## src/rtl/vga_pkg.sv

```systemverilog
// Shared QQVGA framebuffer constants, types and the checkerboard helper.
package vga_pkg;

    localparam int QQVGA_H_RES   = 160;
    localparam int QQVGA_V_RES   = 120;
    localparam int FB_ADDR_WIDTH = 15;

    typedef logic [FB_ADDR_WIDTH-1:0] fb_addr_t;

    typedef enum logic [0:0] {
        IDLE = 1'b0,
        FILL = 1'b1
    } filler_state_t;

    // Checkerboard colour for one pixel, given the cell-select bits of x and y
    // and the frame polarity. Cell (0,0) is lit when the phase is 0.
    function automatic logic checker_pixel(input logic x_cell,
                                           input logic y_cell,
                                           input logic phase);
        return ~(x_cell ^ y_cell ^ phase);
    endfunction

endpackage

```

## src/rtl/filler_if.sv

```systemverilog
// Framebuffer write port: write enable, linear address and pixel data.
interface filler_if #(
    parameter int ADDR_WIDTH = 15
);

    logic                  we;
    logic [ADDR_WIDTH-1:0] write_addr;
    logic                  pixel;

    modport master (
        output we,
        output write_addr,
        output pixel
    );

    modport slave (
        input we,
        input write_addr,
        input pixel
    );

endinterface

```

## src/rtl/fill_xy_counter.sv

```systemverilog
// Raster position counters for the fill sweep: x, y and the linear address
// advance together so the address never needs a y*H_RES multiply.
module fill_xy_counter #(
    parameter int H_RES      = 160,
    parameter int V_RES      = 120,
    parameter int ADDR_WIDTH = 15,
    parameter int CELL_LOG2  = 3,
    parameter int X_WIDTH    = $clog2(H_RES),
    parameter int Y_WIDTH    = $clog2(V_RES)
) (
    input  logic                  clk,
    input  logic                  rst,
    input  logic                  en,
    output logic [ADDR_WIDTH-1:0] addr,
    output logic                  x_cell,
    output logic                  y_cell,
    output logic                  frame_end
);

    localparam logic [X_WIDTH-1:0] X_LAST = X_WIDTH'(H_RES - 1);
    localparam logic [Y_WIDTH-1:0] Y_LAST = Y_WIDTH'(V_RES - 1);

    logic [X_WIDTH-1:0] x;
    logic [Y_WIDTH-1:0] y;
    logic               line_end;

    // Detect the last pixel of a line and of a frame; the frame pulse only
    // fires on a cycle that actually advances the sweep.
    always_comb begin
        line_end  = (x == X_LAST);
        frame_end = en && line_end && (y == Y_LAST);
        x_cell    = x[CELL_LOG2];
        y_cell    = y[CELL_LOG2];
    end

    // Step x, wrap into the next line, and wrap the whole frame back to the
    // origin; the address follows with +1 per pixel and returns to 0 at frame end.
    always_ff @(posedge clk) begin
        if (rst) begin
            x    <= '0;
            y    <= '0;
            addr <= '0;
        end else if (en) begin
            if (line_end) begin
                x <= '0;
                if (y == Y_LAST) begin
                    y <= '0;
                end else begin
                    y <= y + 1'b1;
                end
            end else begin
                x <= x + 1'b1;
            end

            if (frame_end) begin
                addr <= '0;
            end else begin
                addr <= addr + 1'b1;
            end
        end
    end

endmodule

```

## src/rtl/filler.sv

```systemverilog
// Framebuffer fill engine: sweeps every QQVGA pixel continuously, writing an
// 8x8 checkerboard whose polarity flips after each complete frame.
module filler
    import vga_pkg::*;
#(
    parameter int ADDR_WIDTH = FB_ADDR_WIDTH,
    parameter int H_RES      = QQVGA_H_RES,
    parameter int V_RES      = QQVGA_V_RES,
    parameter int CELL_LOG2  = 3
) (
    input  logic     clk_25,
    input  logic     reset_n,
    filler_if.master fb
);

    filler_state_t         state;
    filler_state_t         next_state;
    logic                  advance;
    logic                  phase;
    logic [ADDR_WIDTH-1:0] cur_addr;
    logic                  x_cell;
    logic                  y_cell;
    logic                  frame_end;

    // Next-state logic: reset (active high despite the name) forces IDLE,
    // otherwise the engine enters FILL and stays there.
    always_comb begin
        next_state = state;
        case (state)
            IDLE:    next_state = FILL;
            FILL:    next_state = FILL;
            default: next_state = IDLE;
        endcase
        if (reset_n) begin
            next_state = IDLE;
        end
        advance = (next_state == FILL);
    end

    // State register.
    always_ff @(posedge clk_25) begin
        if (reset_n) begin
            state <= IDLE;
        end else begin
            state <= next_state;
        end
    end

    fill_xy_counter #(
        .H_RES     (H_RES),
        .V_RES     (V_RES),
        .ADDR_WIDTH(ADDR_WIDTH),
        .CELL_LOG2 (CELL_LOG2)
    ) u_counter (
        .clk      (clk_25),
        .rst      (reset_n),
        .en       (advance),
        .addr     (cur_addr),
        .x_cell   (x_cell),
        .y_cell   (y_cell),
        .frame_end(frame_end)
    );

    // Frame polarity flips once the last pixel of a frame has been written.
    always_ff @(posedge clk_25) begin
        if (reset_n) begin
            phase <= 1'b0;
        end else if (frame_end) begin
            phase <= ~phase;
        end
    end

    // Registered write port: present the current pixel, so the first write
    // after reset release carries address 0 with no extra pipeline cycle.
    always_ff @(posedge clk_25) begin
        if (reset_n) begin
            fb.we         <= 1'b0;
            fb.write_addr <= '0;
            fb.pixel      <= 1'b0;
        end else begin
            fb.we         <= advance;
            fb.write_addr <= cur_addr;
            fb.pixel      <= checker_pixel(x_cell, y_cell, phase);
        end
    end

endmodule

```

## src/flat_wrapper.sv

```systemverilog
// flat-port wrapper written by rule: the top's interface ports become plain ports
module filler_flat import vga_pkg::*;
#(
    parameter int ADDR_WIDTH = FB_ADDR_WIDTH,
    parameter int H_RES      = QQVGA_H_RES,
    parameter int V_RES      = QQVGA_V_RES,
    parameter int CELL_LOG2  = 3
)
  (clk_25, reset_n, fb_we, fb_write_addr, fb_pixel);
  filler_if #(.ADDR_WIDTH(ADDR_WIDTH)) fb_i ();
  input  logic clk_25;
  input  logic reset_n;
  output wire logic [$bits(fb_i.we)-1:0] fb_we;
  output wire logic [$bits(fb_i.write_addr)-1:0] fb_write_addr;
  output wire logic [$bits(fb_i.pixel)-1:0] fb_pixel;
  assign fb_we = fb_i.we;
  assign fb_write_addr = fb_i.write_addr;
  assign fb_pixel = fb_i.pixel;
  filler #(.ADDR_WIDTH(ADDR_WIDTH), .H_RES(H_RES), .V_RES(V_RES), .CELL_LOG2(CELL_LOG2)) u_core (.clk_25(clk_25), .reset_n(reset_n), .fb(fb_i));
endmodule
```

## config.mk

```make
export PLATFORM = sky130hd
export DESIGN_NAME = filler_flat
export DESIGN_NICKNAME = d
export VERILOG_FILES = /design/src/rtl/vga_pkg.sv /design/src/rtl/filler_if.sv /design/src/rtl/fill_xy_counter.sv /design/src/rtl/filler.sv /design/src/flat_wrapper.sv
export SDC_FILE = /design/constraint.sdc
export NUM_CORES = 1
export LEC_CHECK = 0
export CORE_AREA = 4 4 63 65
export DETAILED_ROUTE_END_ITERATION = 12
export DIE_AREA = 0 0 67 69
export DONT_BUFFER_PORTS = 1
export PLACE_DENSITY_LB_ADDON = 0.25
export SYNTH_ARGS = -nofsm -noshare
export SYNTH_HDL_FRONTEND = slang
export SYNTH_SLANG_ARGS = --single-unit
```

## constraint.sdc

```tcl
create_clock -name clk_25 -period 2.1 [get_ports clk_25]
set_clock_uncertainty 0.2 [all_clocks]
set_input_delay 0.525 -clock clk_25 [delete_from_list [all_inputs] [get_ports clk_25]]
set_output_delay 0.525 -clock clk_25 [all_outputs]
set_load 0.01 [all_outputs]
```

### Word-level counts from Yosys, hierarchy flattened

Index checks and enable logic that the tools add are counted.
W data, S select, Z words.

* flip-flop bits (word level): 48
* bits of input ports: 2
* output and inout bits: 17
* logic and storage cells: 23

* $add $sub $neg: 3
* eq/ne operators: 2
* muxes and demuxes: 4
* bitwise gates (word level): 4
* reduce and logical (&&, ||, !) cells: 3

Operators by type and width (count)
* $add A15 B1 Y15 const B: 1
* $mux W15: 1
* $add A8 B1 Y8 const B: 1
* $eq A8 B8 Y1 const B: 1
* $mux W8: 1
* $add A7 B1 Y7 const B: 1
* $eq A7 B7 Y1 const B: 1
* $mux W7: 1
* $logic_and A1 B1 Y1: 2
* $not A1 Y1: 2
* $reduce_and A2 Y1: 1
* $xor A1 B1 Y1: 2
* $mux W1: 1

### Longest topological paths before layout

Gate-level depths: netlist of run 1.

* word-level depth: 4
* gate-level depth with buffers: 7
* mapped depth without buffers: 5

### Modules after synthesis

Synthesis of run 1 repeated with hierarchy kept, for this count alone.

* cell total of the unflattened synthesis: 198
* area, all modules: 1916.8 um2

By module, submodules not included
* fill_xy_counter: instances 1, cells an instance 158, area an instance 1405.1 um2, sequential area each 600.6 um2
* filler: instances 1, cells an instance 40, area an instance 511.7 um2, sequential area each 360.3 um2

### Least setup slack after synthesis of run 1

No wires, ideal clock.

* path type: register -> register
* start point: register u_core.u_counter.x[0]
* end point: register u_core.u_counter.addr[13]
* setup time: 0.115 ns
* arrival time: 1.520 ns
* slack: 0.265 ns
* stages on the path, launching flop included: 8
* clock period less this slack: 1.835 ns
* cell sequence: dfxtp_1 ha_1 nand4_2 nor4_4 or2_1 buf_6 buf_12 nor2_1

* longest elaborated chain between the ends: 4

RTL lines
* from (decl): RTL line fill_xy_counter.sv:23 `logic [X_WIDTH-1:0] x;`
* from (signal assigned): RTL line fill_xy_counter.sv:52 `x <= x + 1'b1;`
* $eq A8 B8 Y1: RTL line fill_xy_counter.sv:30 `line_end = (x == X_LAST);`
* $logic_and A1 B1 Y1 (2 in series): RTL line fill_xy_counter.sv:31 `frame_end = en && line_end && (y == Y_LAST);`
* $mux W15: RTL line fill_xy_counter.sv:55 `if (frame_end) begin`
* to (signal assigned): RTL line fill_xy_counter.sv:58 `addr <= addr + 1'b1;`
* to (decl): RTL line fill_xy_counter.sv:14 `output logic [ADDR_WIDTH-1:0] addr,`

Every way passes these cells.
A chain may end at the register's enable or synchronous reset.

### Final worst setup path of run 1

* start point: register u_core.u_counter.x[0]
* end point: register u_core.u_counter.addr[14]

The elaborated chain is that of the path after synthesis.

==> results of run 1 <==
==> what timing repair did <==
item / in CTS / in global routing
hold endpoints to repair: 15 / 4
resized for setup: 0 / 2
hold buffers: 3 / 2
setup endpoints to repair: 0 / 13
==> logic make-up (layout without fill, tap and decap cells) <==
| group | after synthesis | in the layout | share of synthesized area (%) |
|---|---|---|---|
| adders and majority gates | 3 | 3 | 2.063 |
| xor gates and xnor gates | 26 | 26 | 12.52 |
| DFF | 48 | 48 | 52.82 |
| muxes | 1 | 1 | 0.5502 |
| buffers and inverters | 14 | 24 | 4.608 |
| AOI/OAI and AO/OA | 4 | 4 | 1.238 |
| and+or+nand+nor | 91 | 91 | 26.20 |
==> registers in the layout, indices dropped and copies added (netlist names) <==
signal / flops
u_core.fb.write_addr: 15
u_core.phase: 1
u_core.u_counter.addr: 15
u_core.state: 1
u_core.u_counter.x: 8
u_core.u_counter.y: 7
u_core.fb.pixel: 1
==> layout by cell type (no fill, tap or decap), types with 3 or more instances in the layout <==
master         count
xnor2_1           22
ha_1               3
nor4_1             5
dlygate4sd3_1      5
nand2_1            9
nand3_1            9
buf_4              3
nor3_1            11
dfxtp_1           48
xor2_1             4
inv_1              7
clkbuf_4           5
nor2b_1           13
nor2_1            31
==> per-layer routing <==
metal	part of all wire, %	up-vias	GRT usage, %
met4	2.0	0	7.432
met2	46	20	22.05
li1	-	628	-
met1	48	561	18.27
met5	0	-	0
met3	4.0	8	3.896
==> area by class of cell <==
type                       count  area [um^2]  share of cell area, %
clock inverter                 3        18.77                 0.9464
inverter                       7        26.28                  1.325
multi-input combinational    125        789.5                  39.81
clock buffer                   5        37.54                  1.893
tap                           46        57.56                  2.902
sequential                    48        960.9                  48.45
timing repair buffer           9        92.59                  4.669
==> path summary, 6_finish.rpt <==
path,start,endpoint,cells after the start
worst min register to register,u_core.u_counter.addr[14],u_core.fb.write_addr[14],1
worst min-delay path,reset_n,u_core.u_counter.x[5],1
worst max-delay path,u_core.u_counter.x[0],u_core.u_counter.addr[14],6
worst max register to register,u_core.u_counter.x[0],u_core.u_counter.addr[14],6
==> through the flow <==
stage	setup slack, ns	instances	util, %	hold WS, ns
3_5_place_dp	0.1382	230	55.79	0.2699
6_report	0.1969	243	59.43	0.02324
3_3_place_gp	0.2270	230	55.79	0.2558
5_1_grt	0.03907	243	59.43	0.001040
2_1_floorplan	0.2649	187	-	0.2331
4_1_cts	0.1112	241	58.38	0.0006736
==> power breakdown <==
group / internal (W) / total (W) / switching, W / leakage (nW)
Combinational: 0.0000258 / 0.0000508 / 0.0000250 / 0.265
Clock: 0.000129 / 0.000419 / 0.000290 / 0.0349
Sequential: 0.000926 / 0.000941 / 0.0000150 / 0.389
==> out/metrics.yaml, run 1 <==
drt:
  vias: 1217
  via_per_inst: 5.008
  wl_per_cell_um: 12.77
  drt-total-wl_mm: 3.104
  drcViolationCount: 0
  drt-initial-drc-count: 50
  ant_nets: 0
  first_pass_iters: 4
grt:
  grt_pass1_vias: 1188
  grt_start_max_net_pins: 17
  grt_usage_pct: 14.44
  grt_first_pass_wirelength_mm: 5.195
  grt_overflow: 0
  antenna_found_initial: 0
yosys:
  synth_warnings: 0
  yosysSeqAreaShare_pct: 52.82
  synth_most_common_cell: "dfxtp_1"
  synth_edf_count: 0
  syn-cell-area_um2: 1819
  synthArstFlopShare_pct: 0
  synth-seq-cells: 48
  syn_inst: 187
  synthFlopType: "dfxtp_1"
  ys_top_cells_by_area: "dfxtp_1, xnor2_1, nor2_1"
  synth_top_cell_area_share_pct: 52.82
  syn_avg_cell_area_um2: 9.729
  synth_fp_nets: 192
  yosysTopAreaCell: "dfxtp_1"
  synthDistinctLibCells: 29
  synth_common_cells: "dfxtp_1, nor2_1, xnor2_1, nor2b_1, nor3_1"
timing:
  rsz0062_at_grt: "no"
  setup_viol: 0
  slew_headroom_pct: 62.43
  hold_viol_final: 0
  maxSlewViolCount: 0
  finalCritPeriodShare_pct: 90.62
  setup_tns_ns: 0
  fmaxAchievable_mhz: 525.5
  period_minus_slack_ns: 1.903
  tightest_slew_ns: 0.5617
finish:
  areaGrowthSynthToFinish_pct: 9.010
  nFillCells: 300
  nets: 201
  antenna_cells: 0
  fin_area_um2: 1983
  drive_gt1_share_pct: 8.122
worst_setup_path:
  crit_buf_inv: 1
  endpoint_kind: "flop"
  critPathArrivalTime_ns: 1.96
  critPathTopFamily: "simple AND/OR/NAND/NOR gates"
  cp_slowest_cell: "dfxtp_1"
  crit_chain: "ha_1 -> nand4_4 -> nor4_4 -> or2_1 -> buf_12 -> a21oi_1"
  path_class: "reg2reg"
  critPathMaxFanout: 15
  reg2reg_setup_slack_ns: 0.20
  worstPathRequired_ns: 2.16
  startpoint_type: "flop"
  cpPeakStageDelay_ns: 0.40
placed_design:
  routabilityCongestion: 0.8176
  hpwl_mm: 1.978
  io_buffer_count: 0
  place_area_um2: 1862
cts:
  cts_sinks: 48
  cts_max_path_buffers: 2
  cts_tree: "done"
  clock_latency_ns: 0.36
  clk_pin_slew_ns: 0.14
  post_cts_buffers: 0
  htreeDepth: 2
  clockRootBuffer: "clkbuf_4"
  cts_made_buffers: 5
pwr:
  power_density_nw_per_um2: 711.5
  p_leak_nw: 0.6892
  vdd_drop_max_mv: 0.3925
  p_total_w: 0.001411
run_status:
  status: "complete, no violations"
die:
  die_h_um: 69
  start_util_pct: 54.52
  ios: 19
  coreArea_um2: 3337
  die_area_um2: 4623
  die_w_um: 67
  core.rowCount: 21
min_path:
  hp-class: "in2reg"
job:
  maxCapViolCount: 0
(Power assumes the default switching activity.)
==> inputs of run 2 (changes only) <==
--- a/config.mk
+++ b/config.mk
@@ -5,11 +5,14 @@
 export SDC_FILE = /design/constraint.sdc
 export NUM_CORES = 1
 export LEC_CHECK = 0
-export CORE_AREA = 4 4 63 65
+export CORE_AREA = 4 4 65 67
 export DETAILED_ROUTE_END_ITERATION = 12
-export DIE_AREA = 0 0 67 69
+export DIE_AREA = 0 0 69 71
 export DONT_BUFFER_PORTS = 1
 export PLACE_DENSITY_LB_ADDON = 0.25
+export SLEW_MARGIN = 10
 export SYNTH_ARGS = -nofsm -noshare
 export SYNTH_HDL_FRONTEND = slang
+export SYNTH_HIERARCHICAL = 1
 export SYNTH_SLANG_ARGS = --single-unit
+export TNS_END_PERCENT = 100
==> out/metrics.yaml, run 2 <==
yosys:
  yosysSeqAreaShare_pct: 50.13
  synthFlopType: "dfxtp_1"
  synth_most_common_cell: "dfxtp_1"
  synth_fp_nets: 203
  synth_warnings: 6
  syn_inst: 198
  ys_top_cells_by_area: "dfxtp_1, xnor2_1, nor2_1"
  synthArstFlopShare_pct: 0
  synth_top_cell_area_share_pct: 50.13
  syn-cell-area_um2: 1917
  synth-seq-cells: 48
  synth_common_cells: "dfxtp_1, nor2_1, xnor2_1, nor2b_1, nand4_1"
  yosysTopAreaCell: "dfxtp_1"
  synthDistinctLibCells: 29
  synth_edf_count: 0
  syn_avg_cell_area_um2: 9.681
worst_setup_path:
  startpoint_type: "flop"
  crit_chain: "ha_1 -> and4_1 -> nand4_1 -> nor3_1 -> xnor2_1 -> nor2_1"
  path_class: "reg2reg"
  critPathTopFamily: "simple AND/OR/NAND/NOR gates"
  worstPathRequired_ns: 2.10
  endpoint_kind: "flop"
  crit_buf_inv: 0
  cp_slowest_cell: "dfxtp_1"
  reg2reg_setup_slack_ns: 0.23
  critPathArrivalTime_ns: 1.87
  cpPeakStageDelay_ns: 0.38
  critPathMaxFanout: 6
placed_design:
  hpwl_mm: 2.424
  routabilityCongestion: 0.8797
  io_buffer_count: 0
  place_area_um2: 1947
  dp_cells: 243
timing:
  tightest_slew_ns: 0.3502
  hold_viol_final: 0
  finalCritPeriodShare_pct: 88.81
  slew_headroom_pct: 76.44
  maxSlewViolCount: 0
  rsz0062_at_grt: "no"
  period_minus_slack_ns: 1.865
  hold_slack_ns: 0.07836
  setup_viol: 0
  setup_tns_ns: 0
  fmaxAchievable_mhz: 536.2
die:
  core.rowCount: 22
  die_h_um: 71
  die_area_um2: 4899
  start_util_pct: 52.75
  die_w_um: 69
  coreArea_um2: 3633
  ios: 19
cts:
  cts_sinks: 48
  cts_max_path_buffers: 2
  clockRootBuffer: "clkbuf_8"
  cts_hold_buffers: 0
  cts_tree: "done"
  clock_latency_ns: 0.30
  post_cts_buffers: 0
  cts_made_buffers: 5
  clk_pin_slew_ns: 0.09
  cts_resized: 0
  htreeDepth: 2
finish:
  fin_area_um2: 2069
  mostFrequentLayoutCell: "dfxtp_1"
  largestRegisters: "u_core/fb.write_addr x15, u_core/u_counter/addr x15, u_core/u_counter/x x8"
  nets: 207
  final_cell_mix: "dfxtp_1, nor2_1, xnor2_1"
  drive_gt1_share_pct: 8.374
  antenna_cells: 0
  final_cells: 251
  areaGrowthSynthToFinish_pct: 7.963
pwr:
  p_leak_nw: 0.7360
  vdd_drop_max_mv: 0.5727
  power_density_nw_per_um2: 785.2
  p_total_w: 0.001625
min_path:
  hp-class: "in2reg"
drt:
  wl_per_cell_um: 13.33
  first_pass_iters: 4
  ant_nets: 0
  drcViolationCount: 0
  vias: 1333
  via_per_inst: 5.311
  drt-initial-drc-count: 61
  drt-total-wl_mm: 3.346
grt:
  grt_start_max_net_pins: 33
  antenna_found_initial: 0
  grt_first_pass_wirelength_mm: 5.713
  grt_usage_pct: 14.35
  grt_overflow: 0
  grt_pass1_vias: 1240
run_status:
  status: "complete, no violations"
job:
  maxCapViolCount: 0
==> run 2: worst paths after layout <==
path | cells past startpoint | from | end
worst max-delay path | 6 | u_core/u_counter/x[0] | u_core/phase
worst min-delay path | 1 | reset_n | u_core/fb.we
worst max register to register | 6 | u_core/u_counter/x[0] | u_core/phase
worst min register to register | 2 | u_core/u_counter/y[1] | u_core/u_counter/y[1]
==> run 2: where the power goes <==
part,leakage [nW],switching (W),total [W],internal (W)
Clock,0.0583,0.000299,0.000657,0.000358
Sequential,0.388,0.0000118,0.000933,0.000921
Combinational,0.289,0.0000189,0.0000347,0.0000159
Total,0.736,0.000329,0.00162,0.00130
==> run 2: final cells by class <==
| class | count | area, um^2 |
|---|---|---|
| fillers | 329 | 1564 |
| clock buffers | 5 | 68.82 |
| clock inverters | 3 | 47.55 |
| multi-input cells | 136 | 875.8 |
| inverters | 7 | 26.28 |
| repair buffers | 4 | 30.03 |
| well taps | 48 | 60.06 |
| flip-flops and latches | 48 | 960.9 |
==> run 2: per-layer routing <==
| layer | part of all wire (%) | up-vias | GRT usage (%) |
|---|---|---|---|
| li1 | - | 669 | - |
| met1 | 48 | 626 | 18.66 |
| met2 | 45 | 32 | 21.82 |
| met3 | 5.8 | 6 | 5.114 |
| met4 | 1.6 | 0 | 5.640 |
| met5 | 0 | - | 0 |
==> run 2: metrics by stage <==
stage | setup slack [ns] | util (%)
finish | 0.2350 | 56.96
global route | 0.1183 | 56.96
CTS | 0.1993 | 56.78
detailed placement | 0.1559 | 53.58
global placement | 0.2081 | 53.58
floorplan | 0.1681 | -
==> run 2: kinds of logic (layout without fill, tap and decap cells) <==
| logic type | Yosys count | in the layout | share of synthesized area [%] |
|---|---|---|---|
| adders and majority gates | 3 | 3 | 1.958 |
| and+or+nand+nor | 99 | 99 | 27.35 |
| buffers and inverters | 14 | 19 | 4.504 |
| AOI/OAI and AO/OA | 4 | 4 | 1.371 |
| muxes | 3 | 3 | 1.567 |
| DFF | 48 | 48 | 50.13 |
| xor gates and xnor gates | 27 | 27 | 13.12 |
==> inputs of run 3 (changes only) <==
--- a/config.mk
+++ b/config.mk
@@ -5,14 +5,13 @@
 export SDC_FILE = /design/constraint.sdc
 export NUM_CORES = 1
 export LEC_CHECK = 0
-export CORE_AREA = 4 4 65 67
+export CORE_AREA = 4 4 63 65
 export DETAILED_ROUTE_END_ITERATION = 12
-export DIE_AREA = 0 0 69 71
+export DIE_AREA = 0 0 67 69
 export DONT_BUFFER_PORTS = 1
 export PLACE_DENSITY_LB_ADDON = 0.25
 export SLEW_MARGIN = 10
 export SYNTH_ARGS = -nofsm -noshare
 export SYNTH_HDL_FRONTEND = slang
-export SYNTH_HIERARCHICAL = 1
 export SYNTH_SLANG_ARGS = --single-unit
 export TNS_END_PERCENT = 100
==> results of run 3 <==
No change in the layout: final DEF, timing and power equal those of run 1.
